--- config.mk ---
export PLATFORM = sky130hd
export DESIGN_NAME = everloop_ws2812_tx
export DESIGN_NICKNAME = d
export VERILOG_FILES = /design/src/rtl/everloop_pkg.sv /design/src/rtl/everloop_bit_timer.sv /design/src/rtl/everloop_ws2812_tx.sv
export SDC_FILE = /design/constraint.sdc
export NUM_CORES = 1
export LEC_CHECK = 0
export CORE_UTILIZATION = 45
export DETAILED_ROUTE_END_ITERATION = 10
export GPL_ROUTABILITY_DRIVEN = 0
export PLACE_DENSITY = 0.67
export SLEW_MARGIN = 20
export SYNTH_ARGS = -nofsm -noshare
export SYNTH_HDL_FRONTEND = slang
export SYNTH_HIERARCHICAL = 1
export SYNTH_SLANG_ARGS = --single-unit
export TNS_END_PERCENT = 20
--- constraint.sdc ---
create_clock -name clk -period 5.05 [get_ports clk]
set_input_delay 1.515 -clock clk [delete_from_list [all_inputs] [get_ports clk]]
set_output_delay 1.515 -clock clk [all_outputs]
set_load 0.05 [all_outputs]
--- src/rtl/everloop_pkg.sv ---
// Shared definitions for the everloop LED transmitter and sequencer.
// Latency: n/a (package only).
// Backpressure: n/a (package only).
package everloop_pkg;

   // Transmitter state encoding
   typedef enum logic [1:0] {
      S_IDLE = 2'd0,
      S_HIGH = 2'd1,
      S_LOW  = 2'd2,
      S_DONE = 2'd3
   } tx_state_e;

   // Default WS2812 bit timings in ns, shared with the sequencer
   localparam int T0H_NS_DEF  = 350;
   localparam int T1H_NS_DEF  = 700;
   localparam int TBIT_NS_DEF = 1250;
   localparam int DATA_W_DEF  = 16;

   // Convert a duration in ns to whole clock cycles (truncating)
   function automatic int cyc(input longint freq_hz, input int ns);
      longint mhz;
      mhz = freq_hz / 64'd1_000_000;
      return int'((mhz * longint'(ns)) / 64'd1000);
   endfunction

endpackage

--- src/rtl/everloop_bit_timer.sv ---
// Loadable down-counter; tc is high while the count sits at zero.
// Latency: a load of value V makes tc rise V cycles later.
// Backpressure: none; load overrides the running count.
module everloop_bit_timer #(
   parameter int CNT_W = 8
) (
   input  logic             clk,
   input  logic             rst,
   input  logic             load,
   input  logic [CNT_W-1:0] load_val,
   output logic             tc
);

   logic [CNT_W-1:0] cnt_q;
   logic [CNT_W-1:0] cnt_d;

   // Next count: load wins, otherwise count down and park at zero
   always_comb begin
      cnt_d = cnt_q;
      if (load) begin
         cnt_d = load_val;
      end else if (cnt_q != '0) begin
         cnt_d = cnt_q - 1'b1;
      end
   end

   // Count register with synchronous reset
   always_ff @(posedge clk) begin
      if (rst) begin
         cnt_q <= '0;
      end else begin
         cnt_q <= cnt_d;
      end
   end

   assign tc = (cnt_q == '0);

endmodule

--- src/rtl/everloop_ws2812_tx.sv ---
// Serialises one DATA_W word MSB-first onto a WS2812 line, pulses send_complete when done.
// Latency: data_valid in cycle N -> line high in N+1; word takes DATA_W*TBIT_C + 1 cycles.
// Backpressure: strobes while busy or in the done cycle are dropped (flagged on overrun
// when EVERLOOP_TX_OVERRUN_EN is defined); reset_everloop aborts to idle.
module everloop_ws2812_tx
   import everloop_pkg::*;
#(
   parameter int SYS_FREQ_HZ = 100_000_000,
   parameter int T0H_NS      = T0H_NS_DEF,
   parameter int T1H_NS      = T1H_NS_DEF,
   parameter int TBIT_NS     = TBIT_NS_DEF,
   parameter int DATA_W      = DATA_W_DEF
) (
   input  logic              clk,
   input  logic              resetn,
   input  logic              data_valid,
   input  logic [DATA_W-1:0] data_in,
   input  logic              reset_everloop,
   output logic              everloop_ctl,
   output logic              send_complete,
   output logic              busy
`ifdef EVERLOOP_TX_OVERRUN_EN
   ,
   output logic              overrun
`endif
);

   localparam int T0H_C  = cyc(longint'(SYS_FREQ_HZ), T0H_NS);
   localparam int T1H_C  = cyc(longint'(SYS_FREQ_HZ), T1H_NS);
   localparam int TBIT_C = cyc(longint'(SYS_FREQ_HZ), TBIT_NS);
   localparam int CNT_W  = $clog2(TBIT_C + 1);
   localparam int BIDX_W = (DATA_W > 1) ? $clog2(DATA_W) : 1;

   // Phase lengths as timer load values (timer counts load_val+1 cycles)
   localparam logic [CNT_W-1:0] LD_H0 = CNT_W'(T0H_C - 1);
   localparam logic [CNT_W-1:0] LD_H1 = CNT_W'(T1H_C - 1);
   localparam logic [CNT_W-1:0] LD_L0 = CNT_W'(TBIT_C - T0H_C - 1);
   localparam logic [CNT_W-1:0] LD_L1 = CNT_W'(TBIT_C - T1H_C - 1);

   if (T0H_C < 1) begin : g_bad_t0h
      $error("everloop_ws2812_tx: T0H_C must be at least 1 cycle");
   end
   if (T1H_C <= T0H_C) begin : g_bad_t1h
      $error("everloop_ws2812_tx: T1H_C must exceed T0H_C");
   end
   if (TBIT_C <= T1H_C) begin : g_bad_tbit
      $error("everloop_ws2812_tx: TBIT_C must exceed T1H_C");
   end

   tx_state_e          state_q, state_d;
   logic [DATA_W-1:0]  shift_q, shift_d;
   logic [BIDX_W-1:0]  bit_idx_q, bit_idx_d;
   logic               everloop_ctl_q, everloop_ctl_d;
   logic               send_complete_q, send_complete_d;
   logic               busy_q, busy_d;

   logic               tmr_load;
   logic [CNT_W-1:0]   tmr_val;
   logic               tmr_tc;

   everloop_bit_timer #(
      .CNT_W (CNT_W)
   ) u_bit_timer (
      .clk      (clk),
      .rst      (resetn),
      .load     (tmr_load),
      .load_val (tmr_val),
      .tc       (tmr_tc)
   );

   // Next-state, datapath and registered-output decode
   always_comb begin
      state_d   = state_q;
      shift_d   = shift_q;
      bit_idx_d = bit_idx_q;
      tmr_load  = 1'b0;
      tmr_val   = '0;

      if (reset_everloop) begin
         // Latch-gap request aborts any word and drops a coincident strobe
         state_d   = S_IDLE;
         shift_d   = '0;
         bit_idx_d = '0;
         tmr_load  = 1'b1;
      end else begin
         unique case (state_q)
            S_IDLE: begin
               if (data_valid) begin
                  state_d   = S_HIGH;
                  shift_d   = data_in;
                  bit_idx_d = BIDX_W'(DATA_W - 1);
                  tmr_load  = 1'b1;
                  tmr_val   = data_in[DATA_W-1] ? LD_H1 : LD_H0;
               end
            end
            S_HIGH: begin
               if (tmr_tc) begin
                  state_d  = S_LOW;
                  tmr_load = 1'b1;
                  tmr_val  = shift_q[DATA_W-1] ? LD_L1 : LD_L0;
               end
            end
            S_LOW: begin
               if (tmr_tc) begin
                  if (bit_idx_q == '0) begin
                     state_d = S_DONE;
                  end else begin
                     state_d   = S_HIGH;
                     bit_idx_d = bit_idx_q - 1'b1;
                     shift_d   = {shift_q[DATA_W-2:0], 1'b0};
                     tmr_load  = 1'b1;
                     tmr_val   = shift_q[DATA_W-2] ? LD_H1 : LD_H0;
                  end
               end
            end
            S_DONE: begin
               state_d = S_IDLE;
            end
            default: begin
               state_d = S_IDLE;
            end
         endcase
      end

      // Outputs follow the next state so they are registered yet cycle-accurate
      everloop_ctl_d  = (state_d == S_HIGH);
      busy_d          = (state_d == S_HIGH) || (state_d == S_LOW);
      send_complete_d = (state_d == S_DONE);
   end

   // State, datapath and output registers
   always_ff @(posedge clk) begin
      if (resetn) begin
         state_q         <= S_IDLE;
         shift_q         <= '0;
         bit_idx_q       <= '0;
         everloop_ctl_q  <= 1'b0;
         send_complete_q <= 1'b0;
         busy_q          <= 1'b0;
      end else begin
         state_q         <= state_d;
         shift_q         <= shift_d;
         bit_idx_q       <= bit_idx_d;
         everloop_ctl_q  <= everloop_ctl_d;
         send_complete_q <= send_complete_d;
         busy_q          <= busy_d;
      end
   end

   assign everloop_ctl  = everloop_ctl_q;
   assign send_complete = send_complete_q;
   assign busy          = busy_q;

`ifdef EVERLOOP_TX_OVERRUN_EN
   logic overrun_q, overrun_d;
   logic rst_evl_q, rst_evl_d;

   // Sticky flag for strobes that arrive while a word is in flight or finishing
   always_comb begin
      overrun_d = overrun_q;
      rst_evl_d = reset_everloop;
      if (reset_everloop && !rst_evl_q) begin
         overrun_d = 1'b0;
      end else if (data_valid && (state_q != S_IDLE)) begin
         overrun_d = 1'b1;
      end
   end

   // Overrun flag and reset_everloop edge-detect registers
   always_ff @(posedge clk) begin
      if (resetn) begin
         overrun_q <= 1'b0;
         rst_evl_q <= 1'b0;
      end else begin
         overrun_q <= overrun_d;
         rst_evl_q <= rst_evl_d;
      end
   end

   assign overrun = overrun_q;
`endif

endmodule

==> results of run 1 <==
==> synth_stat cells, drive strengths merged (2+ instances only) <==
master,n,share of area
dfxtp,32,0.37
a211oi,31,0.13
mux2i,16,0.093
buf,10,0.037
nand2,10,0.022
nor2,9,0.020
a21oi,7,0.020
clkbuf,7,0.016
inv,6,0.013
ha,5,0.036
a21o,4,0.022
o22ai,4,0.014
or3,4,0.014
xnor2,4,0.020
a31oi,3,0.011
nand2b,3,0.011
or2,3,0.011
a311oi,2,0.010
and3b,2,0.012
nand3b,2,0.0087
nor2b,2,0.0072
nor3,2,0.0058
nor3b,2,0.014
or3b,2,0.010
xor2,2,0.010
==> power by group <==
group          switching, mW  internal (mW)  leakage (nW)
registers             0.0141          0.271         0.262
logic                  0.100         0.0880         0.506
clock network         0.0866          0.111        0.0455
==> final cells by class <==
cell class	count	area [µm²]	share of cell area
multi-input combinational	130	972	0.481
sequential	32	641	0.317
timing repair buffer	24	235	0.116
clock buffer	8	90.1	0.0446
tap	48	60.1	0.0297
inverter	6	22.5	0.0111
==> sequential cells by signal, indices dropped and copies added (netlist names) <==
| register | count |
|---|---|
| everloop_ctl | 1 |
| u_bit_timer/cnt_q | 7 |
| send_complete | 1 |
| bit_idx_q | 4 |
| state_q | 2 |
| busy | 1 |
| shift_q | 16 |
==> worst max-delay path, stage by stage <==
cell	delay (ns)
clkdlybuf4s50_1	0.43
nor3b_2	0.16
buf_4	0.21
a21o_4	0.28
or3_1	0.47
or2_2	0.36
or2_2	0.29
o22ai_1	0.11
==> worst max path at each step <==
| stage | startpoint | endpoint | slack (ns) | cells past startpoint |
|---|---|---|---|---|
| after floorplan | data_valid | u_bit_timer/cnt_q[5]$_SDFFE_PP0P_ | 2.10 | 6 |
| after global placement | data_valid | u_bit_timer/cnt_q[6]$_SDFFE_PP0P_ | 1.19 | 8 |
| after detailed placement | data_valid | u_bit_timer/cnt_q[5]$_SDFFE_PP0P_ | 1.12 | 8 |
| after CTS | data_valid | u_bit_timer/cnt_q[5]$_SDFFE_PP0P_ | 1.42 | 8 |
| after global routing | data_valid | u_bit_timer/cnt_q[5]$_SDFFE_PP0P_ | 1.33 | 8 |
| final | data_valid | u_bit_timer/cnt_q[5]$_SDFFE_PP0P_ | 1.41 | 8 |
==> cells by family after synthesis <==
kind of cell    count (synthesis)  synth area share
xor+xnor                        6            0.0304
fa+ha+maj                       5            0.0362
compound gates                 58             0.246
buf+inv                        23            0.0659
flops                          32             0.371
simple gates                   44             0.151
mux                            17            0.0993
==> metrics by stage <==
step	setup slack (ns)	utilization	total power, mW
after floorplan	2.10	-	0.443
after global placement	1.19	0.527	0.470
after detailed placement	1.12	0.527	0.476
after CTS	1.42	0.552	0.679
after global routing	1.33	0.552	0.711
final	1.41	0.552	0.671
==> routing by layer <==
metal  global-route usage  up-vias
met5                    0        -
met4                0.108        0
met3               0.0482        5
met2                0.322       24
met1                0.213      653
li1                     -      717
==> impl_metrics.toml, run 1 <==
[run_status]
run_status = "complete, no violations"

[synthesis]
yosysUniqueCellTypes = 44
ys_ff_latch = 32
netlist_instances = 185
synth-main-ff-cell = "dfxtp_1"
syn_nets = 210
yosysSeqAreaShare = 0.371
netlist_area_um2 = 1730
async_reset_ff_frac = 0
ys_warn_count = 6
synth_edf_count = 0
syn_area_per_cell_um2 = 9.33

[power_and_ir_drop]
leakage_nw = 0.813
ir_drop_mv = 0.155
cellPowerDensity_nw_per_um2 = 332

[floorplan]
die_x_um = 63.9
die_area_um2 = 4090
start_util = 0.472
num_rows = 22
die_h_um = 63.9
io_pins = 23
core_um2 = 3660

[final_layout]
fin_nets = 224
mostFrequentLayoutCell = "dfxtp_1"
n_antenna_cell = 0
n_fill_cell = 356
layout-drive-gt1-share = 0.0900
final_cell_mix = "dfxtp_1, a211oi_1, clkdlybuf4s50_1"
fin_area_um2 = 2020
area_delta_synth_final_pct = 17.0
fin_cells = 248

[timing]
drv_slew = 0
clock_skew_ns = 0.00342
fmaxAchievable_ghz = 0.275
relSlewSlack = 0.270
finalCriticalPeriod_ns = 3.64
hold_slack_ns = 0.534
rsz0062_at_grt = "false"
worst_pin_slew_ns = 1.10
finalHoldViolCount = 0
fin_crit_sh = 0.720
tns_ns = 0
setup_viol = 0

[global_route]
grt_pass1_vias = 1381
gr-total-overflow = 0
grt_first_pass_wirelength_um = 5920
antenna_found_initial = 0
grt_use_total = 0.189
grt_max_degree = 25

[drt]
met1Wirelength_um = 1690
route.met3.wl_um = 124
wire_per_inst_um = 14.4
highest_layer = "met4"
drc = 0
num_vias = 1399
via_per_inst = 5.64
drtAntennaViolNets = 0
drt-initial-drc-count = 55
drt-total-wl_um = 3580
met2WireLength_um = 1710
drt-pass1-iter-count = 4

[setup_path]
critical_path.max_fanout = 22
start_kind = "input port"
critPathRequiredTime_ns = 5.25
r2r_start = "u_bit_timer/cnt_q[0]$_SDFFE_PP0P_"
regToRegSetupSlack_ns = 1.98
crit_type = "input port to register"
r2r_cells = 9
arrival_ns = 3.84
timing.rr.end = "u_bit_timer/cnt_q[5]$_SDFFE_PP0P_"
endpoint_kind = "register"

[flow_run]
cap_violations = 0

[place]
io_buffer_count = 22
dp_hpwl_um = 2390
dp.cells = 240
postPlaceCellArea_um2 = 1930

[clock_network]
max-clock-path-buffers = 2
cts_root_buf = "clkbuf_8"
clk_pin_slew_ns = 0.06
insertion_delay_ns = 0.28
numCtsBuffers = 5
ctsHoldBuffers = 0
clock-sinks = 32
ctsResizeCount = 0
cts_htree_levels = 2
cts_setup_buffers = 0
cts_tree = "yes"

[hold_path]
holdCritPathClass = "register to register"
holdCritStartpoint = "bit_idx_q[3]$_SDFFE_PP0P_"
worstHoldEndpoint = "bit_idx_q[3]$_SDFFE_PP0P_"
hold_path_depth = 2
(Power assumes the default switching activity.)
==> run 2, diff against run 1 <==
--- a/config.mk
+++ b/config.mk
@@ -8,7 +8,7 @@
 export CORE_UTILIZATION = 45
 export DETAILED_ROUTE_END_ITERATION = 10
 export GPL_ROUTABILITY_DRIVEN = 0
-export PLACE_DENSITY = 0.67
+export PLACE_DENSITY = 0.7
 export SLEW_MARGIN = 20
 export SYNTH_ARGS = -nofsm -noshare
 export SYNTH_HDL_FRONTEND = slang
==> constraint.sdc (replaced) <==
create_clock -name clk -period 3.1 [get_ports clk]
set_input_delay 0.93 -clock clk [delete_from_list [all_inputs] [get_ports clk]]
set_output_delay 0.93 -clock clk [all_outputs]
set_load 0.05 [all_outputs]
==> impl_metrics.toml, run 2 (synthesis results as in run 1) <==
[timing]
rsz0062_at_grt = "false"
fin_crit_sh = 0.841
worst_pin_slew_ns = 0.488
finalHoldViolCount = 0
fmaxAchievable_ghz = 0.384
finalCriticalPeriod_ns = 2.61
clock_skew_ns = 0.00565
tns_ns = 0
setup_viol = 0
hold_slack_ns = 0.528
drv_slew = 0
relSlewSlack = 0.674

[clock_network]
ctsResizeCount = 0
cts_htree_levels = 2
numCtsBuffers = 5
max-clock-path-buffers = 2
ctsHoldBuffers = 0
cts_root_buf = "clkbuf_8"
cts_tree = "yes"
clk_pin_slew_ns = 0.06
clock-sinks = 32
cts_setup_buffers = 0
insertion_delay_ns = 0.28

[global_route]
grt_use_total = 0.209
grt_pass1_vias = 1476
grt_first_pass_wirelength_um = 6720
antenna_found_initial = 0
gr-total-overflow = 0
grt_max_degree = 24

[power_and_ir_drop]
leakage_nw = 0.846
ir_drop_mv = 0.292
finalPower_mw = 1.12
cellPowerDensity_nw_per_um2 = 542

[setup_path]
critical_path.max_fanout = 3
critPathRequiredTime_ns = 3.30
regToRegSetupSlack_ns = 0.72
start_kind = "input port"
crit_type = "input port to register"
arrival_ns = 2.80
endpoint_kind = "register"

[final_layout]
fin_cells = 255
layout-drive-gt1-share = 0.121
n_antenna_cell = 0
largest_reg_flops = 16
largestRegisters = "shift_q (16), u_bit_timer/cnt_q (7), bit_idx_q (4)"
final_cell_mix = "dfxtp_1, a211oi_1, clkdlybuf4s50_1"
n_fill_cell = 333
area_delta_synth_final_pct = 20.1
top_register = "shift_q"
fin_nets = 231
final_util = 0.566
mostFrequentLayoutCell = "dfxtp_1"

[place]
io_buffer_count = 22
dp_hpwl_um = 2540
dp.cells = 247

[floorplan]
start_util = 0.472
io_pins = 23
die_area_um2 = 4090
num_rows = 22
die_x_um = 63.9
die_h_um = 63.9
core_um2 = 3660

[drt]
wire_per_inst_um = 14.9
drtAntennaViolNets = 0
drt-total-wl_um = 3790
drt-initial-drc-count = 84
via_per_inst = 5.91
drc = 0
drt-pass1-iter-count = 4
num_vias = 1508

[flow_run]
cap_violations = 0

[run_status]
run_status = "complete, no violations"

[hold_path]
holdCritPathClass = "register to register"
## run 2: area by class of cell
| class | instances | area (µm²) | share of cell area |
|---|---|---|---|
| tap | 48 | 60.1 | 0.0290 |
| clock buffer | 8 | 90.1 | 0.0435 |
| sequential | 32 | 641 | 0.309 |
| inverter | 6 | 22.5 | 0.0109 |
| multi-input combinational | 130 | 972 | 0.469 |
| timing repair buffer | 31 | 288 | 0.139 |
## run 2: per-layer routing
metal	wire, µm	track usage
met4	106	0.122
met1	1760	0.264
met3	144	0.0446
met2	1790	0.326
met5	0	0
## run 2: per-stage QoR
| stage | cell area, µm² | setup slack, ns |
|---|---|---|
| after floorplan | 1730 | 0.620 |
| after detailed placement | 1980 | 0.227 |
| final | 2070 | 0.494 |
| after global routing | 2070 | 0.385 |
| after CTS | 2070 | 0.506 |
| after global placement | 1980 | 0.286 |
## run 2: final timing paths
check	start	to	cells after the start
min reg2reg	bit_idx_q[0]$_SDFFE_PP0P_	bit_idx_q[0]$_SDFFE_PP0P_	1
min	bit_idx_q[0]$_SDFFE_PP0P_	bit_idx_q[0]$_SDFFE_PP0P_	1
max reg2reg	u_bit_timer/cnt_q[0]$_SDFFE_PP0P_	u_bit_timer/cnt_q[5]$_SDFFE_PP0P_	9
max	data_valid	u_bit_timer/cnt_q[5]$_SDFFE_PP0P_	7
## run 2: critical path, cell delays in order
cell             delay, ns
clkdlybuf4s50_1       0.43
nor3b_2               0.18
a21o_4                0.19
or3_1                 0.32
or2_2                 0.33
or2_2                 0.30
o22ai_1               0.12
## run 2: report_power, final
group | leakage (nW) | switching (mW) | total, mW | internal, mW
Sequential | 0.262 | 0.0235 | 0.466 | 0.442
Combinational | 0.539 | 0.177 | 0.337 | 0.160
Clock | 0.0455 | 0.141 | 0.322 | 0.181
